===== src/rtl/mips_pkg.sv =====
`default_nettype none
// +------------------------------------------------------------------+
// | mips_pkg: shared types and widths for the data-memory arbiter.   |
// | Rev 1.0                                                          |
// +------------------------------------------------------------------+
package mips_pkg;

  localparam int WORD_W = 32;
  localparam int WCNT_W = 3;

  typedef enum logic [1:0] {
    IDLE   = 2'd0,
    ACCESS = 2'd1,
    RESP   = 2'd2
  } arb_state_t;

  typedef enum logic {
    CPU = 1'b0,
    LD  = 1'b1
  } owner_t;

  function automatic logic [WORD_W-1:0] word_align(input logic [WORD_W-1:0] a);
    return {a[WORD_W-1:2], 2'b00};
  endfunction

endpackage
`default_nettype wire


===== src/rtl/dmem_arbiter_if.sv =====
`default_nettype none
// +------------------------------------------------------------------+
// | dmem_arbiter_if: MEM-stage, loader and memory-array signal group.|
// | Rev 1.0                                                          |
// +------------------------------------------------------------------+
interface dmem_arbiter_if;
  import mips_pkg::*;

  logic              MemRead;
  logic              MemWrite;
  logic [WORD_W-1:0] Address;
  logic [WORD_W-1:0] WriteData;
  logic [WORD_W-1:0] ReadData;
  logic              cpu_stall;
  logic              cpu_done;
  logic              cpu_err;

  logic              ld_req;
  logic              ld_we;
  logic [WORD_W-1:0] ld_addr;
  logic [WORD_W-1:0] ld_wdata;
  logic              ld_ack;
  logic [WORD_W-1:0] ld_rdata;

  logic              mem_en;
  logic              mem_we;
  logic [WORD_W-1:0] mem_addr;
  logic [WORD_W-1:0] mem_wdata;
  logic [WORD_W-1:0] mem_rdata;

  modport slave (
    input  MemRead, MemWrite, Address, WriteData,
    output ReadData, cpu_stall, cpu_done, cpu_err,
    input  ld_req, ld_we, ld_addr, ld_wdata,
    output ld_ack, ld_rdata,
    output mem_en, mem_we, mem_addr, mem_wdata,
    input  mem_rdata
  );

  modport master (
    output MemRead, MemWrite, Address, WriteData,
    input  ReadData, cpu_stall, cpu_done, cpu_err,
    output ld_req, ld_we, ld_addr, ld_wdata,
    input  ld_ack, ld_rdata,
    input  mem_en, mem_we, mem_addr, mem_wdata,
    output mem_rdata
  );

endinterface
`default_nettype wire


===== src/rtl/dmem_wait_ctr.sv =====
`default_nettype none
// +------------------------------------------------------------------+
// | dmem_wait_ctr: wait-state counter, flags the final access cycle. |
// | Rev 1.0                                                          |
// +------------------------------------------------------------------+
module dmem_wait_ctr
  import mips_pkg::*;
#(
  parameter int WAIT_CYCLES = 0
) (
  input  logic clk,
  input  logic rst_n,
  input  logic clr_i,
  input  logic inc_i,
  output logic last_o
);

  localparam logic [WCNT_W-1:0] C_LAST_CNT = WCNT_W'(WAIT_CYCLES);

  logic [WCNT_W-1:0] wcnt_q;
  logic [WCNT_W-1:0] wcnt_d;

  always_comb begin
    wcnt_d = wcnt_q;
    if (clr_i) begin
      wcnt_d = '0;
    end else if (inc_i) begin
      wcnt_d = wcnt_q + 1'b1;
    end
  end

  always_ff @(posedge clk) begin
    if (!rst_n) begin
      wcnt_q <= '0;
    end else begin
      wcnt_q <= wcnt_d;
    end
  end

  assign last_o = (wcnt_q == C_LAST_CNT);

endmodule
`default_nettype wire


===== src/rtl/dmem_arbiter.sv =====
`default_nettype none
// +------------------------------------------------------------------+
// | dmem_arbiter: CPU/loader arbiter and wait-state sequencer for    |
// | the single-port data memory.                          Rev 1.0    |
// +------------------------------------------------------------------+
module dmem_arbiter
  import mips_pkg::*;
#(
  parameter int WAIT_CYCLES    = 0,
  parameter int MAX_CPU_STREAK = 4
) (
  input  logic          clk,
  input  logic          rst_n,
  dmem_arbiter_if.slave bus
);

  localparam logic [3:0] C_STREAK_MAX = 4'(MAX_CPU_STREAK);
  localparam logic [3:0] C_STREAK_SAT = 4'd15;

  arb_state_t        state_q;
  owner_t            owner_q;
  logic [3:0]        streak_q;
  logic              write_q;
  logic              bad_q;
  logic [WORD_W-1:0] addr_q;
  logic [WORD_W-1:0] wdata_q;
  logic [WORD_W-1:0] cpu_rdata_q;
  logic [WORD_W-1:0] ld_rdata_q;
  logic              cpu_done_q;
  logic              cpu_err_q;
  logic              ld_ack_q;

  logic w_cpu_req;
  logic w_ld_wins;
  logic w_in_access;
  logic w_last;
  logic w_acc_last;

  assign w_cpu_req   = bus.MemRead | bus.MemWrite;
  // Loader takes the slot when the CPU is absent or has used up its streak.
  assign w_ld_wins   = bus.ld_req & (~w_cpu_req | (streak_q >= C_STREAK_MAX));
  assign w_in_access = (state_q == ACCESS);
  assign w_acc_last  = w_in_access & w_last;

  dmem_wait_ctr #(
    .WAIT_CYCLES (WAIT_CYCLES)
  ) u_wait_ctr (
    .clk    (clk),
    .rst_n  (rst_n),
    .clr_i  (~w_in_access | w_last),
    .inc_i  (w_in_access),
    .last_o (w_last)
  );

  always_ff @(posedge clk) begin
    if (!rst_n) begin
      state_q     <= IDLE;
      owner_q     <= CPU;
      streak_q    <= '0;
      write_q     <= 1'b0;
      bad_q       <= 1'b0;
      addr_q      <= '0;
      wdata_q     <= '0;
      cpu_rdata_q <= '0;
      ld_rdata_q  <= '0;
      cpu_done_q  <= 1'b0;
      cpu_err_q   <= 1'b0;
      ld_ack_q    <= 1'b0;
    end else begin
      cpu_done_q <= 1'b0;
      cpu_err_q  <= 1'b0;
      ld_ack_q   <= 1'b0;
      case (state_q)
        IDLE: begin
          if (w_ld_wins) begin
            owner_q  <= LD;
            addr_q   <= word_align(bus.ld_addr);
            wdata_q  <= bus.ld_wdata;
            write_q  <= bus.ld_we;
            bad_q    <= 1'b0;
            streak_q <= '0;
            state_q  <= ACCESS;
          end else if (w_cpu_req) begin
            owner_q <= CPU;
            addr_q  <= word_align(bus.Address);
            wdata_q <= bus.WriteData;
            // A read+write request is carried out as a write and flagged.
            write_q <= bus.MemWrite;
            bad_q   <= (bus.MemRead & bus.MemWrite) | (bus.Address[1:0] != 2'b00);
            if (!bus.ld_req) begin
              streak_q <= '0;
            end else if (streak_q != C_STREAK_SAT) begin
              streak_q <= streak_q + 4'd1;
            end
            state_q <= ACCESS;
          end else begin
            streak_q <= '0;
          end
        end
        ACCESS: begin
          if (w_last) begin
            if (owner_q == CPU) begin
              cpu_rdata_q <= bus.mem_rdata;
              cpu_done_q  <= 1'b1;
              cpu_err_q   <= bad_q;
            end else begin
              ld_rdata_q <= bus.mem_rdata;
              ld_ack_q   <= 1'b1;
            end
            state_q <= RESP;
          end
        end
        RESP: begin
          state_q <= IDLE;
        end
        default: begin
          state_q <= IDLE;
        end
      endcase
    end
  end

  assign bus.mem_en    = w_in_access;
  // Gated by rst_n so a reset landing on the final cycle never commits.
  assign bus.mem_we    = rst_n & write_q & w_acc_last;
  assign bus.mem_addr  = addr_q;
  assign bus.mem_wdata = wdata_q;

  assign bus.ReadData  = cpu_rdata_q;
  assign bus.cpu_done  = cpu_done_q;
  assign bus.cpu_err   = cpu_err_q;
  assign bus.cpu_stall = w_cpu_req & ~cpu_done_q;
  assign bus.ld_ack    = ld_ack_q;
  assign bus.ld_rdata  = ld_rdata_q;

endmodule
`default_nettype wire


===== src/flat_wrapper.sv =====
// flat-port wrapper written by rule: the top's interface ports become plain ports
module dmem_arbiter_flat import mips_pkg::*;
#(
  parameter int WAIT_CYCLES    = 0,
  parameter int MAX_CPU_STREAK = 4
)
  (clk, rst_n, bus_MemRead, bus_MemWrite, bus_Address, bus_WriteData, bus_ReadData, bus_cpu_stall, bus_cpu_done, bus_cpu_err, bus_ld_req, bus_ld_we, bus_ld_addr, bus_ld_wdata, bus_ld_ack, bus_ld_rdata, bus_mem_en, bus_mem_we, bus_mem_addr, bus_mem_wdata, bus_mem_rdata);
  dmem_arbiter_if bus_i ();
  input  logic clk;
  input  logic rst_n;
  input wire logic [$bits(bus_i.MemRead)-1:0] bus_MemRead;
  input wire logic [$bits(bus_i.MemWrite)-1:0] bus_MemWrite;
  input wire logic [$bits(bus_i.Address)-1:0] bus_Address;
  input wire logic [$bits(bus_i.WriteData)-1:0] bus_WriteData;
  output wire logic [$bits(bus_i.ReadData)-1:0] bus_ReadData;
  output wire logic [$bits(bus_i.cpu_stall)-1:0] bus_cpu_stall;
  output wire logic [$bits(bus_i.cpu_done)-1:0] bus_cpu_done;
  output wire logic [$bits(bus_i.cpu_err)-1:0] bus_cpu_err;
  input wire logic [$bits(bus_i.ld_req)-1:0] bus_ld_req;
  input wire logic [$bits(bus_i.ld_we)-1:0] bus_ld_we;
  input wire logic [$bits(bus_i.ld_addr)-1:0] bus_ld_addr;
  input wire logic [$bits(bus_i.ld_wdata)-1:0] bus_ld_wdata;
  output wire logic [$bits(bus_i.ld_ack)-1:0] bus_ld_ack;
  output wire logic [$bits(bus_i.ld_rdata)-1:0] bus_ld_rdata;
  output wire logic [$bits(bus_i.mem_en)-1:0] bus_mem_en;
  output wire logic [$bits(bus_i.mem_we)-1:0] bus_mem_we;
  output wire logic [$bits(bus_i.mem_addr)-1:0] bus_mem_addr;
  output wire logic [$bits(bus_i.mem_wdata)-1:0] bus_mem_wdata;
  input wire logic [$bits(bus_i.mem_rdata)-1:0] bus_mem_rdata;
  assign bus_i.MemRead = bus_MemRead;
  assign bus_i.MemWrite = bus_MemWrite;
  assign bus_i.Address = bus_Address;
  assign bus_i.WriteData = bus_WriteData;
  assign bus_ReadData = bus_i.ReadData;
  assign bus_cpu_stall = bus_i.cpu_stall;
  assign bus_cpu_done = bus_i.cpu_done;
  assign bus_cpu_err = bus_i.cpu_err;
  assign bus_i.ld_req = bus_ld_req;
  assign bus_i.ld_we = bus_ld_we;
  assign bus_i.ld_addr = bus_ld_addr;
  assign bus_i.ld_wdata = bus_ld_wdata;
  assign bus_ld_ack = bus_i.ld_ack;
  assign bus_ld_rdata = bus_i.ld_rdata;
  assign bus_mem_en = bus_i.mem_en;
  assign bus_mem_we = bus_i.mem_we;
  assign bus_mem_addr = bus_i.mem_addr;
  assign bus_mem_wdata = bus_i.mem_wdata;
  assign bus_i.mem_rdata = bus_mem_rdata;
  dmem_arbiter #(.WAIT_CYCLES(WAIT_CYCLES), .MAX_CPU_STREAK(MAX_CPU_STREAK)) u_core (.clk(clk), .rst_n(rst_n), .bus(bus_i));
endmodule

===== config.mk =====
export PLATFORM = sky130hd
export DESIGN_NAME = dmem_arbiter_flat
export DESIGN_NICKNAME = d
export VERILOG_FILES = /design/src/rtl/mips_pkg.sv /design/src/rtl/dmem_arbiter_if.sv /design/src/rtl/dmem_wait_ctr.sv /design/src/rtl/dmem_arbiter.sv /design/src/flat_wrapper.sv
export SDC_FILE = /design/constraint.sdc
export NUM_CORES = 1
export LEC_CHECK = 0
export ABC_CLOCK_PERIOD_IN_PS = 1800
export CAP_MARGIN = 40
export CELL_PAD_IN_SITES_DETAIL_PLACEMENT = 1
export CELL_PAD_IN_SITES_GLOBAL_PLACEMENT = 2
export CORE_MARGIN = 3
export CORE_UTILIZATION = 22
export DETAILED_ROUTE_END_ITERATION = 10
export HOLD_SLACK_MARGIN = 0.02
export MAX_ROUTING_LAYER = met4
export PLACE_DENSITY = 0.9
export SETUP_SLACK_MARGIN = 0.1
export SYNTH_ARGS = -nofsm -noshare
export SYNTH_HDL_FRONTEND = slang
export SYNTH_HIERARCHICAL = 1
export SYNTH_SLANG_ARGS = --single-unit
export TNS_END_PERCENT = 5

===== constraint.sdc =====
create_clock -name clk -period 1.8 [get_ports clk]
set_clock_uncertainty 0.05 [all_clocks]
set_input_delay 0.36 -clock clk [delete_from_list [all_inputs] [get_ports clk]]
set_output_delay 0.36 -clock clk [all_outputs]
set_load 0.02 [all_outputs]

==> reports/metrics.csv, run 1 <==
stage,metric,value,unit
outcome,outcome,did not finish,
outcome,failing_step,5_2_route,
outcome,first-error,[ERROR DRT-0255] Maze Route cannot find path of net clk in worker of routeBox ( 144900 0 ) ( 171755 48300 ).,
global_routing,grt_pass1_vias,6148,
yosys,synth_seq_area_share,46.70,%
yosys,synth.distinct_cells,42,
yosys,syn_avg_cell_area,8.647,um^2
clock_tree,root_buffer,clkbuf_16,
placed_design,numPortBuffers,295,
placed_design,hpwl,15190,um
yosys,syn_inst,699,
yosys,ys.warnings.count,6,
clock_tree,cts.sinks,141,
placed_design,place.gp.congestion,0.7416,
floorplan,die_h,171.8,um
yosys,ys_seq_elements,141,
global_routing,overflow,0,
sta,worst_endpoint,bus_mem_we,
floorplan,start_util,22.43,%
clock_tree,htreeDepth,4,
yosys,syn_area,6045,um^2
global_routing,antenna_found_initial,0,
global_routing,grt_max_degree,138,
global_routing,grt_pass1_wl,32610,um
floorplan,dieWidth,171.8,um
clock_tree,cts_buffer_depth,2,
clock_tree,numCtsBuffers,17,
global_routing,gr-usage-all-layers,14.45,%
floorplan,pin_count,300,
floorplan,row_count,60,
sta,worst_endpoint_kind,output port,
clock_tree,postCtsHoldBufs,0,
## repair_timing
item	CTS	global route
resized for setup	152	17
hold endpoints to repair	0	0
setup buffers	1	1
pin swaps	3	23
setup endpoints to repair	134	33
gates cloned	0	0
## synth_stat cells (all sizes together)
master   count  area [um^2]
nand2      255        959.7
dfxtp      141         2823
a21boi      67        724.5
o21ai       67        346.6
a31oi       62        387.9
buf         38        384.1
clkbuf      21        78.83
nor2         7        41.29
and3         4        30.03
inv          4        15.01
a21oi        3        15.01
and2         3        18.77
ha           3        37.54
nor2b        3        26.27
nand3        2        10.01
nand4        2        12.51
o21a         2        15.01
or2          2        15.02
a21bo        1        10.01
a22oi        1        7.510
a2bb2oi      1        8.760
and2b        1        7.510
conb         1        3.750
mux2i        1        10.01
nand2b       1        6.260
nand3b       1        7.510
nand4b       1        8.760
o2111ai      1        8.760
o22ai        1        6.260
o31a         1        10.01
xnor2        1        8.760
## metrics by stage
step                cells  area [um^2]  TNS (ns)  hold slack (ns)  setup WS [ns]
floorplan             700         6048         0           0.3600         0.1996
detailed placement   1309         9349    -13.46           0.3775        -0.2660
CTS                  1342         9761   -0.1756           0.2871        -0.1756
global route         1343         9811   -0.1993           0.3938        -0.1962
global placement     1309         9349    -12.61           0.3670        -0.2334
## logic make-up after synthesis
group | Yosys count | share of synthesized area (%)
other | 1 | 0.06204
DFF | 141 | 46.70
adders and majority gates | 3 | 0.6211
buffers and inverters | 63 | 7.907
muxes | 1 | 0.1656
xor gates and xnor gates | 1 | 0.1449
AOI/OAI and AO/OA | 207 | 25.48
and+or+nand+nor | 282 | 18.92
## per-layer routing
layer,global-route usage (%)
met2,23.79
met5,-
met4,2.846
met3,5.792
met1,16.80
==> run 2: changes to the inputs <==
CELL_PAD_IN_SITES_DETAIL_PLACEMENT = default   (was 1)
CELL_PAD_IN_SITES_GLOBAL_PLACEMENT = default   (was 2)
CORE_UTILIZATION = 35   (was 22)
HOLD_SLACK_MARGIN = default   (was 0.02)
MAX_ROUTING_LAYER = default   (was met4)
PLACE_DENSITY = default   (was 0.9)
PLACE_DENSITY_LB_ADDON = 0.15   (was default)
SETUP_SLACK_MARGIN = default   (was 0.1)
==> run 2 against run 1 <==
Compared with the run above:
- the flow now finishes, with violations (setup timing)
- synthesized area did not move
- synthesized cell count did not move
- global-route usage rose by 4.9 points
==> reports/metrics.csv, run 2 <==
stage,metric,value,unit,change
routing,routed_wl,18650,um,
clock_tree,cts.sinks,141,,unchanged
finish,final_util,59.37,%,
sta,final.setup.worst_slack,-0.1285,ns,
yosys,synth_seq_area_share,46.70,%,unchanged
global_routing,gr-usage-all-layers,19.36,%,+4.9 points
pwr,power_frac_comb,20.7,%,
finish,syn2layout_area_growth,64.62,%,
routing,vias,5697,,
setup_path,critical_path_arrival,1.52,ns,
yosys,synthTopCellsByArea,"dfxtp_1 47%, nand2_1 16%, a21boi_2 11%",,
yosys,synth.distinct_cells,42,,unchanged
finish,fillers,1600,,
yosys,synth-edff-count,0,,unchanged
yosys,ys_seq_elements,141,,unchanged
clock_tree,insertion_delay,0.40,ns,
placed_design,dp.cells,1186,,-9.4%
sta,hold_slack,0.2874,ns,
floorplan,start_util,36.07,%,+14 points
clock_tree,numCtsBuffers,17,,unchanged
routing,drtIter0Drc,200,,
placed_design,hpwl,13340,um,-12%
placed_design,numPortBuffers,295,,unchanged
finish,final_cell_mix,"254 x nand2_1, 174 x clkdlybuf4s50_1, 139 x dfxtp_1, 82 x dlymetal6s2s_1, 62 x a31oi_1",,
finish,instances_no_fill,1219,,
sta,fmax,518.5,MHz,
pwr,power_frac_seq,39.1,%,
global_routing,grt_pass1_vias,5657,,-8.0%
sta,finalCriticalPeriod,1.928,ns,
outcome,outcome,"complete, but fails checks",,
finish,final_common_cell,nand2_1,,
sta,hold_viol,0,,
routing,routedWlPerCell,15.30,um,
placed_design,post-place-ws,-0.2451,ns,+0.02091 ns
sta,rsz0062_at_grt,true,,
floorplan,die_h,137.4,um,-20%
hold_path,hold_path_class,input pin to register,,
global_routing,antenna_found_initial,0,,unchanged
finish,final-seq-area,2825,um^2,
setup_path,cp_max_fo,2,,
yosys,synthFlopType,dfxtp_1,,
global_routing,grt_max_degree,107,,-22%
yosys,yosys.area.top_type,dfxtp_1,,
finish,multi_input_comb_area,2776,um^2,
pwr,p_sw_share,26.92,%,
setup_path,cp_data_required_time,1.39,ns,
placed_design,place.gp.congestion,0.7680,,+3.6%
yosys,synthTopCellsByCount,"254 x nand2_1, 141 x dfxtp_1, 62 x a31oi_1, 59 x a21boi_2, 37 x o21ai_1",,
pwr,pwr-share-clk,40.3,%,
pwr,ir_drop,0.0007206,V,
routing,viasPerCell,4.674,,
finish,fin_nets,1155,,
yosys,synth.top_cell.area_share,46.70,%,unchanged
finish,layout-drive-gt1-share,14.31,%,
pwr,power.density,893.5,nW/um^2,
pwr,p_int,6.497,mW,
yosys,ys.warnings.count,6,,unchanged
global_routing,overflow,0,,unchanged
yosys,synth.most_common_cell,nand2_1,,
yosys,syn_inst,699,,unchanged
clock_tree,path_clk_slew,0.06,ns,
outcome,violations,setup timing,,
setup_path,cp-start-kind,register,,
sta,setup_viol,1,,
floorplan,pin_count,300,,unchanged
yosys,syn_area,6045,um^2,unchanged
routing,ant_nets,0,,
global_routing,grt_pass1_wl,28710,um,-12%
floorplan,core,16760,um^2,
setup_path,crit_type,register to output pin,,
run,max_cap_violations,0,,
pwr,p_switching,2.394,mW,
clock_tree,cts_buffer_depth,2,,unchanged
sta,fin_crit_sh,107.1,%,
finish,diodes,0,,
yosys,syn_avg_cell_area,8.647,um^2,unchanged
yosys,async_reset_ff_share,0,%,unchanged
routing,drc_errors,0,,
pwr,leakage,5.060,nW,
clock_tree,htreeDepth,4,,unchanged
routing,dr.pass1.iters,4,,
clock_tree,root_buffer,clkbuf_16,,
sta,slew_violations,0,,
floorplan,design.die.area,18880,um^2,
floorplan,row_count,47,,-22%
setup_path,critPathCaptureType,output pin,,
clock_tree,postCtsHoldBufs,0,,unchanged
floorplan,dieWidth,137.4,um,-20%
clock_tree,cts_tree,done,,
run 2: area by class of cell:
cell class	instances	share of cell area, %
Timing Repair Buffer	326	34.70
Sequential cell	141	28.39
Multi-Input combinational cell	496	27.90
Clock buffer	18	4.413
Tap cell	220	2.766
Clock inverter	14	1.672
Inverter	4	0.1509
run 2: path summary, 6_finish.rpt:
kind	from	endpoint	slack [ns]	depth (start not counted)
worst max-delay path	u_core/u_wait_ctr/wcnt_q[1]$_SDFFE_PP0P_	bus_mem_we	-0.13	6
worst min-delay path	rst_n	u_core/state_q[1]$_SDFFE_PN0P_	0.29	3
worst min register to register	u_core/streak_q[3]$_SDFFE_PN0P_	u_core/streak_q[3]$_SDFFE_PN0P_	0.39	2
worst max register to register	u_core/u_wait_ctr/wcnt_q[1]$_SDFFE_PP0P_	u_core/bus.ld_rdata[26]$_SDFFE_PN0P_	0.07	8
run 2: critical path, stage by stage, from the launching register on:
cell and delay, ns:
dfxtp_2 0.33, inv_2 0.04, ha_4 0.14, and2b_1 0.17, and3_4 0.17, and2_4 0.13, buf_6 0.12
run 2: logic make-up (layout without fill, tap and decap cells):
group | after synthesis | after routing | share of synthesized area (%)
and+or+nand+nor | 282 | 282 | 18.92
AOI/OAI and AO/OA | 207 | 207 | 25.48
DFF | 141 | 141 | 46.70
buffers and inverters | 63 | 362 | 7.907
adders and majority gates | 3 | 3 | 0.6211
other | 1 | 2 | 0.06204
xor gates and xnor gates | 1 | 1 | 0.1449
muxes | 1 | 1 | 0.1656
run 2: layer usage:
metal	GRT usage, %	share of wire (%)	wire length [um]
met1	21.32	40	7471
met2	32.92	49	9067
met3	8.400	8.9	1665
met4	7.373	2.4	442
met5	0	0	0
run 2: what timing repair did:
item	4_1_cts	5_1_grt
buffers inserted	0	1
pin swaps	0	3
setup endpoints to repair	38	85
cloned	0	0
resized for setup	46	92
run 2: power by group through the flow:
| stage | Clock (mW) | Combinational (mW) | Sequential (mW) |
|---|---|---|---|
| finish | 3.58 | 1.84 | 3.47 |
| global route | 3.81 | 1.99 | 3.50 |
| CTS | 3.69 | 1.89 | 3.48 |
| detailed placement | 0 | 1.94 | 3.55 |
| global placement | 0 | 1.93 | 3.54 |
| floorplan | 0 | 0.671 | 3.82 |
run 2: per-stage QoR:
step,power (mW),setup TNS (ns),area (um^2)
after global routing,9.307,-0.2777,9951
after floorplan,4.493,0,6048
after CTS,9.053,-0.2191,9722
after global placement,5.478,-10.95,9158
final,8.891,-0.1285,9951
after detailed placement,5.483,-11.91,9158
No activity file was read; power rests on OpenSTA's default activity.
